==> src/rtl/fifo_wr_ctrl_if.sv <==
// Write-side bundle of the async FIFO controller: client request and
// read-domain pointer in, write pointers and status flags out.
interface fifo_wr_ctrl_if #(
  parameter int ADDR_WIDTH = 4
);
  logic                  wr_en;
  logic [ADDR_WIDTH-1:0] rd_ptr_gray;
  logic                  ovf_clr;
  logic [ADDR_WIDTH-1:0] wr_ptr;
  logic [ADDR_WIDTH-1:0] wr_ptr_gray;
  logic                  fifo_full;
  logic                  almost_full;
  logic [ADDR_WIDTH-1:0] wr_level;
  logic                  overflow;

  // Client / read-domain side: drives requests, observes status.
  modport master (
    output wr_en, rd_ptr_gray, ovf_clr,
    input  wr_ptr, wr_ptr_gray, fifo_full, almost_full, wr_level, overflow
  );

  // Controller side.
  modport slave (
    input  wr_en, rd_ptr_gray, ovf_clr,
    output wr_ptr, wr_ptr_gray, fifo_full, almost_full, wr_level, overflow
  );
endinterface

==> src/rtl/fifo_wr_ctrl.sv <==
// Write-domain pointer / full-flag controller of the async FIFO.
// The read pointer arrives in Gray code and is resynchronised here through
// a SYNC_STAGES flop chain; every output is driven straight from a flop.
module fifo_wr_ctrl #(
  parameter int ADDR_WIDTH  = 4,
  parameter int DEPTH       = 8,
  parameter int AF_THRESH   = 6,
  parameter int SYNC_STAGES = 2
) (
  input  logic           wr_clk,
  input  logic           rst,
  fifo_wr_ctrl_if.slave  bus
);

  // Threshold is clamped into 1..DEPTH so a bad override cannot disable the flag.
  localparam int AF_EFF = (AF_THRESH > DEPTH) ? DEPTH :
                          ((AF_THRESH < 1) ? 1 : AF_THRESH);
  localparam logic [ADDR_WIDTH-1:0] AF_LVL  = ADDR_WIDTH'(AF_EFF);
  localparam logic [ADDR_WIDTH-1:0] PTR_ONE = ADDR_WIDTH'(1);
  localparam logic [ADDR_WIDTH-1:0] PTR_ZERO = ADDR_WIDTH'(0);

  // Binary to Gray: adjacent codes differ in exactly one bit.
  function automatic logic [ADDR_WIDTH-1:0] bin2gray(input logic [ADDR_WIDTH-1:0] b);
    return b ^ (b >> 1);
  endfunction

  // Gray to binary: running XOR prefix starting at the MSB.
  function automatic logic [ADDR_WIDTH-1:0] gray2bin(input logic [ADDR_WIDTH-1:0] g);
    logic [ADDR_WIDTH-1:0] b;
    b = g;
    for (int i = ADDR_WIDTH - 2; i >= 0; i--) begin
      b[i] = b[i+1] ^ g[i];
    end
    return b;
  endfunction

  logic [ADDR_WIDTH-1:0] sync_q [SYNC_STAGES];
  logic [ADDR_WIDTH-1:0] sync_d [SYNC_STAGES];
  logic [ADDR_WIDTH-1:0] wr_ptr_q,      wr_ptr_d;
  logic [ADDR_WIDTH-1:0] wr_ptr_gray_q, wr_ptr_gray_d;
  logic [ADDR_WIDTH-1:0] wr_level_q,    wr_level_d;
  logic                  fifo_full_q,   fifo_full_d;
  logic                  almost_full_q, almost_full_d;
  logic                  overflow_q,    overflow_d;

  logic                  wr_acc_s;
  logic [ADDR_WIDTH-1:0] rd_gray_s;
  logic [ADDR_WIDTH-1:0] rd_bin_s;
  logic [ADDR_WIDTH-1:0] full_gray_s;

  // Shift the incoming read Gray pointer one stage deeper each edge.
  always_comb begin
    for (int i = 0; i < SYNC_STAGES; i++) begin
      sync_d[i] = PTR_ZERO;
    end
    sync_d[0] = bus.rd_ptr_gray;
    for (int i = 1; i < SYNC_STAGES; i++) begin
      sync_d[i] = sync_q[i-1];
    end
  end

  // Next pointer, flags and level, all derived from the registered full flag
  // and the synchronised read pointer.
  always_comb begin
    rd_gray_s = sync_q[SYNC_STAGES-1];
    rd_bin_s  = gray2bin(rd_gray_s);
    wr_acc_s  = bus.wr_en & ~fifo_full_q;

    if (wr_acc_s) begin
      wr_ptr_d = wr_ptr_q + PTR_ONE;
    end else begin
      wr_ptr_d = wr_ptr_q;
    end

    wr_ptr_gray_d = bin2gray(wr_ptr_d);

    // Full when the write pointer is exactly one lap ahead of the read pointer:
    // in Gray code that means the top two bits inverted, the rest equal.
    full_gray_s = {~rd_gray_s[ADDR_WIDTH-1:ADDR_WIDTH-2], rd_gray_s[ADDR_WIDTH-3:0]};
    fifo_full_d = (wr_ptr_gray_d == full_gray_s);

    wr_level_d    = wr_ptr_d - rd_bin_s;
    almost_full_d = (wr_level_d >= AF_LVL);

    // A rejected write sets the sticky flag; setting takes priority over clearing.
    if (bus.wr_en & fifo_full_q) begin
      overflow_d = 1'b1;
    end else if (bus.ovf_clr) begin
      overflow_d = 1'b0;
    end else begin
      overflow_d = overflow_q;
    end
  end

  // State registers; reset clears everything at once, including the synchroniser.
  always_ff @(posedge wr_clk or posedge rst) begin
    if (rst) begin
      for (int i = 0; i < SYNC_STAGES; i++) begin
        sync_q[i] <= PTR_ZERO;
      end
      wr_ptr_q      <= PTR_ZERO;
      wr_ptr_gray_q <= PTR_ZERO;
      wr_level_q    <= PTR_ZERO;
      fifo_full_q   <= 1'b0;
      almost_full_q <= 1'b0;
      overflow_q    <= 1'b0;
    end else begin
      for (int i = 0; i < SYNC_STAGES; i++) begin
        sync_q[i] <= sync_d[i];
      end
      wr_ptr_q      <= wr_ptr_d;
      wr_ptr_gray_q <= wr_ptr_gray_d;
      wr_level_q    <= wr_level_d;
      fifo_full_q   <= fifo_full_d;
      almost_full_q <= almost_full_d;
      overflow_q    <= overflow_d;
    end
  end

  assign bus.wr_ptr      = wr_ptr_q;
  assign bus.wr_ptr_gray = wr_ptr_gray_q;
  assign bus.wr_level    = wr_level_q;
  assign bus.fifo_full   = fifo_full_q;
  assign bus.almost_full = almost_full_q;
  assign bus.overflow    = overflow_q;

endmodule

==> src/flat_wrapper.sv <==
// flat-port wrapper written by rule: the top's interface ports become plain ports
module fifo_wr_ctrl_flat 
#(
  parameter int ADDR_WIDTH  = 4,
  parameter int DEPTH       = 8,
  parameter int AF_THRESH   = 6,
  parameter int SYNC_STAGES = 2
)
  (wr_clk, rst, bus_wr_en, bus_rd_ptr_gray, bus_ovf_clr, bus_wr_ptr, bus_wr_ptr_gray, bus_fifo_full, bus_almost_full, bus_wr_level, bus_overflow);
  fifo_wr_ctrl_if #(.ADDR_WIDTH(ADDR_WIDTH)) bus_i ();
  input  logic wr_clk;
  input  logic rst;
  input wire logic [$bits(bus_i.wr_en)-1:0] bus_wr_en;
  input wire logic [$bits(bus_i.rd_ptr_gray)-1:0] bus_rd_ptr_gray;
  input wire logic [$bits(bus_i.ovf_clr)-1:0] bus_ovf_clr;
  output wire logic [$bits(bus_i.wr_ptr)-1:0] bus_wr_ptr;
  output wire logic [$bits(bus_i.wr_ptr_gray)-1:0] bus_wr_ptr_gray;
  output wire logic [$bits(bus_i.fifo_full)-1:0] bus_fifo_full;
  output wire logic [$bits(bus_i.almost_full)-1:0] bus_almost_full;
  output wire logic [$bits(bus_i.wr_level)-1:0] bus_wr_level;
  output wire logic [$bits(bus_i.overflow)-1:0] bus_overflow;
  assign bus_i.wr_en = bus_wr_en;
  assign bus_i.rd_ptr_gray = bus_rd_ptr_gray;
  assign bus_i.ovf_clr = bus_ovf_clr;
  assign bus_wr_ptr = bus_i.wr_ptr;
  assign bus_wr_ptr_gray = bus_i.wr_ptr_gray;
  assign bus_fifo_full = bus_i.fifo_full;
  assign bus_almost_full = bus_i.almost_full;
  assign bus_wr_level = bus_i.wr_level;
  assign bus_overflow = bus_i.overflow;
  fifo_wr_ctrl #(.ADDR_WIDTH(ADDR_WIDTH), .DEPTH(DEPTH), .AF_THRESH(AF_THRESH), .SYNC_STAGES(SYNC_STAGES)) u_core (.wr_clk(wr_clk), .rst(rst), .bus(bus_i));
endmodule
==> config.mk <==
export PLATFORM = sky130hd
export DESIGN_NAME = fifo_wr_ctrl_flat
export DESIGN_NICKNAME = d
export VERILOG_FILES = /design/src/rtl/fifo_wr_ctrl_if.sv /design/src/rtl/fifo_wr_ctrl.sv /design/src/flat_wrapper.sv
export SDC_FILE = /design/constraint.sdc
export NUM_CORES = 1
export LEC_CHECK = 0
export ABC_AREA = 1
export BUFFER_PORTS_ARGS = -buffer_cell sky130_fd_sc_hd__buf_2
export CORE_UTILIZATION = 52
export CTS_CLUSTER_SIZE = 14
export DETAILED_ROUTE_END_ITERATION = 8
export PLACE_DENSITY = 0.77
export SYNTH_ARGS = -nofsm -noshare
export SYNTH_HDL_FRONTEND = slang
export SYNTH_SLANG_ARGS = --single-unit
==> constraint.sdc <==
create_clock -name wr_clk -period 2.13 [get_ports wr_clk]
set_clock_uncertainty 0.1 [all_clocks]
set_input_delay 0.426 -clock wr_clk [delete_from_list [all_inputs] [get_ports wr_clk]]
set_output_delay 0.426 -clock wr_clk [all_outputs]
set_load 0.05 [all_outputs]
==> flow_metrics.env <==
export IMPL_status="complete, no violations"
export IMPL_numClockSinks=22
export IMPL_synth_top_family_by_area="simple AND/OR/NAND/NOR gates"
export IMPL_die_x_um=47.7
export IMPL_ys_warnings_count=0
export IMPL_first_global_vias=748
export IMPL_path_clk_slew_ns=0.12
export IMPL_critPathMaxFanout=5
export IMPL_vias=901
export IMPL_synth_seq_cells=22
export IMPL_n_antenna_cell=0
export IMPL_slew_headroom=0.736
export IMPL_htree_num_levels=1
export IMPL_fp_row_count=16
export IMPL_fin_crit_sh=0.922
export IMPL_worst_pin_slew_ns=0.395
export IMPL_drtIter0Drc=10
export IMPL_gp_congestion=0.768
export IMPL_route_detailed_drc=0
export IMPL_grt_pass1_wl_um=3060
export IMPL_globalRouteOverflowTotal=0
export IMPL_r2r_start="u_core.bus.wr_ptr[0]"
export IMPL_drt_total_wl_um=1930
export IMPL_antenna_found_initial=0
export IMPL_ys_seq_area_frac=0.507
export IMPL_synthMuxAreaShare=0
export IMPL_grt_max_degree=14
export IMPL_initial_core_util=0.554
export IMPL_drive_above_1_share=0.296
export IMPL_hold_viol_final=0
export IMPL_numCtsBuffers=3
export IMPL_fin_setup_tns_ns=0
export IMPL_die_h_um=47.7
export IMPL_syn_nets=142
export IMPL_wl_per_cell_um=10.4
export IMPL_tritoncts="yes"
export IMPL_crit_arrival_ns=2.06
export IMPL_max_freq_mhz=509
export IMPL_dieArea_mm2=0.00228
export IMPL_port_buffers=22
export IMPL_root_buffer="clkbuf_4"
export IMPL_path_class="reg -> reg"
export IMPL_synthCells=130
export IMPL_syn_to_final_growth_pct=19.1
export IMPL_io_pins=23
export IMPL_worstPathRequired_ns=2.23
export IMPL_nets=172
export IMPL_dr_pass1_iters=4
export IMPL_via_per_inst=4.84
export IMPL_critPathLaunchType="flip-flop"
export IMPL_synth_xor_area_share=0.00806
export IMPL_hold_path_class="in -> reg"
export IMPL_grt_usage=0.199
export IMPL_synthAdderAreaFrac=0.0461
export IMPL_place_hpwl_um=1520
export IMPL_fill_cells=171
export IMPL_syn_area_mm2=0.00109
export IMPL_hp_start="bus_rd_ptr_gray[1]"
export IMPL_cp_end_kind="flip-flop"
export IMPL_syn_avg_cell_area_um2=8.35
export IMPL_setup_violations=0
export IMPL_synth_compound_area_frac=0.00576
export IMPL_setup_worst_path_start="u_core.bus.wr_ptr[0]"
export IMPL_cap_viol_max_count=0
export IMPL_clk_path_buf_depth=2
export IMPL_ant_nets=0
export IMPL_yosys_area_share_simple=0.347
export IMPL_slew_violations=0
export IMPL_core_mm2=0.00196
export IMPL_insertion_delay_ns=0.31
export IMPL_ys_types=17
export IMPL_rsz0062_at_grt="no"
export IMPL_period_needed_ns=1.96
[critical path: stages, from the launching register on]
cell and delay (ns):
dfrtp_2 0.46, ha_1 0.32, inv_1 0.06, nand2_1 0.06, nand2_2 0.12, nand3_1 0.12, nand2_1 0.08, inv_1 0.04
ha_1 0.18, inv_1 0.06, nand3_1 0.08, nand3_1 0.09, nand3_1 0.09
[flip-flops by register name, summed over array words and instances (netlist names)]
signal / flops
u_core.bus.wr_level: 4
u_core.bus.wr_ptr_gray: 4
u_core.rd_gray_s: 4
u_core.sync_d: 4
u_core.bus.wr_ptr: 3
u_core.bus.almost_full: 1
u_core.bus.fifo_full: 1
u_core.bus.overflow: 1
[routing by layer]
metal / vias up / global-route usage / wire, um
li1: 460 / - / -
met1: 414 / 0.233 / 790
met2: 25 / 0.365 / 1060
met3: 2 / 0.0226 / 67
met4: 0 / 0.0833 / 16
met5: - / 0 / 0
[cell usage after synthesis (all sizes together)]
master	count	share of area
o22ai	1	0.0058
ha	4	0.046
dfrtp	22	0.51
buf	1	0.0069
nor2	4	0.023
nand2	48	0.19
nand3b	1	0.0069
xor2	1	0.0081
inv	23	0.079
nand3	24	0.12
and2	1	0.0058
[per-stage QoR]
step                std cells  instance area (um^2)   util  hold WS, ns  setup slack (ns)
floorplan                 130                  1090      -        0.231             0.144
global placement          180                  1240  0.632        0.232             0.272
detailed placement        180                  1240  0.632        0.240             0.214
CTS                       185                  1290  0.656        0.102             0.174
global route              186                  1290  0.659       0.0954           0.00437
finish                    186                  1290  0.659        0.113             0.167
[repair_timing]
item / 4_1_cts / 5_1_grt
endpoints found under the hold margin: 9 / 0
gates resized for setup: 0 / 0
buffers inserted: 0 / 1
endpoints found under the setup margin: 0 / 1
hold buffers: 1 / 0
[area by class of cell]
cell class,instances,area (um^2),area share
Clock buffer,4,36.3,0.0280
Inverter,23,86.3,0.0667
Multi-Input combinational cell,84,442,0.341
Sequential cell,22,553,0.427
Tap cell,27,33.8,0.0261
Timing Repair Buffer,26,143,0.110
[final timing paths]
check,to,depth (start not counted),slack (ns)
worst max-delay path,u_core.bus.almost_full,12,0.17
worst min-delay path,u_core.sync_d[1],1,0.11
worst max register to register,u_core.bus.almost_full,12,0.17
worst min register to register,u_core.rd_gray_s[0],0,0.26
max in group asynchronous,u_core.sync_d[0],4,0.89
min in group asynchronous,u_core.bus.wr_ptr_gray[3],3,0.53
[cell families (layout without fill, tap and decap cells)]
kind of cell	Yosys count	after routing
AND/OR/NAND/NOR	78	78
XOR/XNOR	1	1
flip-flops	22	22
AO/OA/AOI/OAI	1	1
buffers and inverters	24	53
adder cells (fa/ha/maj)	4	4
[placed cells by master, fill, tap and decap left out]
cell type / count
nand2_2: 6
inv_2: 4
nand3_2: 3
nand3b_1: 1
clkbuf_8: 1
buf_4: 3
buf_2: 22
xor2_1: 1
nor2_2: 1
nor2_4: 1
nor2_1: 2
and2_1: 1
dfrtp_2: 2
dlygate4sd3_1: 1
dfrtp_1: 20
nand2_1: 41
o22ai_1: 1
ha_1: 4
clkbuf_4: 3
inv_1: 19
nand3_1: 21
nand2_4: 1
Power is not shown: default switching activity piles up to over one toggle a cycle in this logic, so the estimate is an artifact.
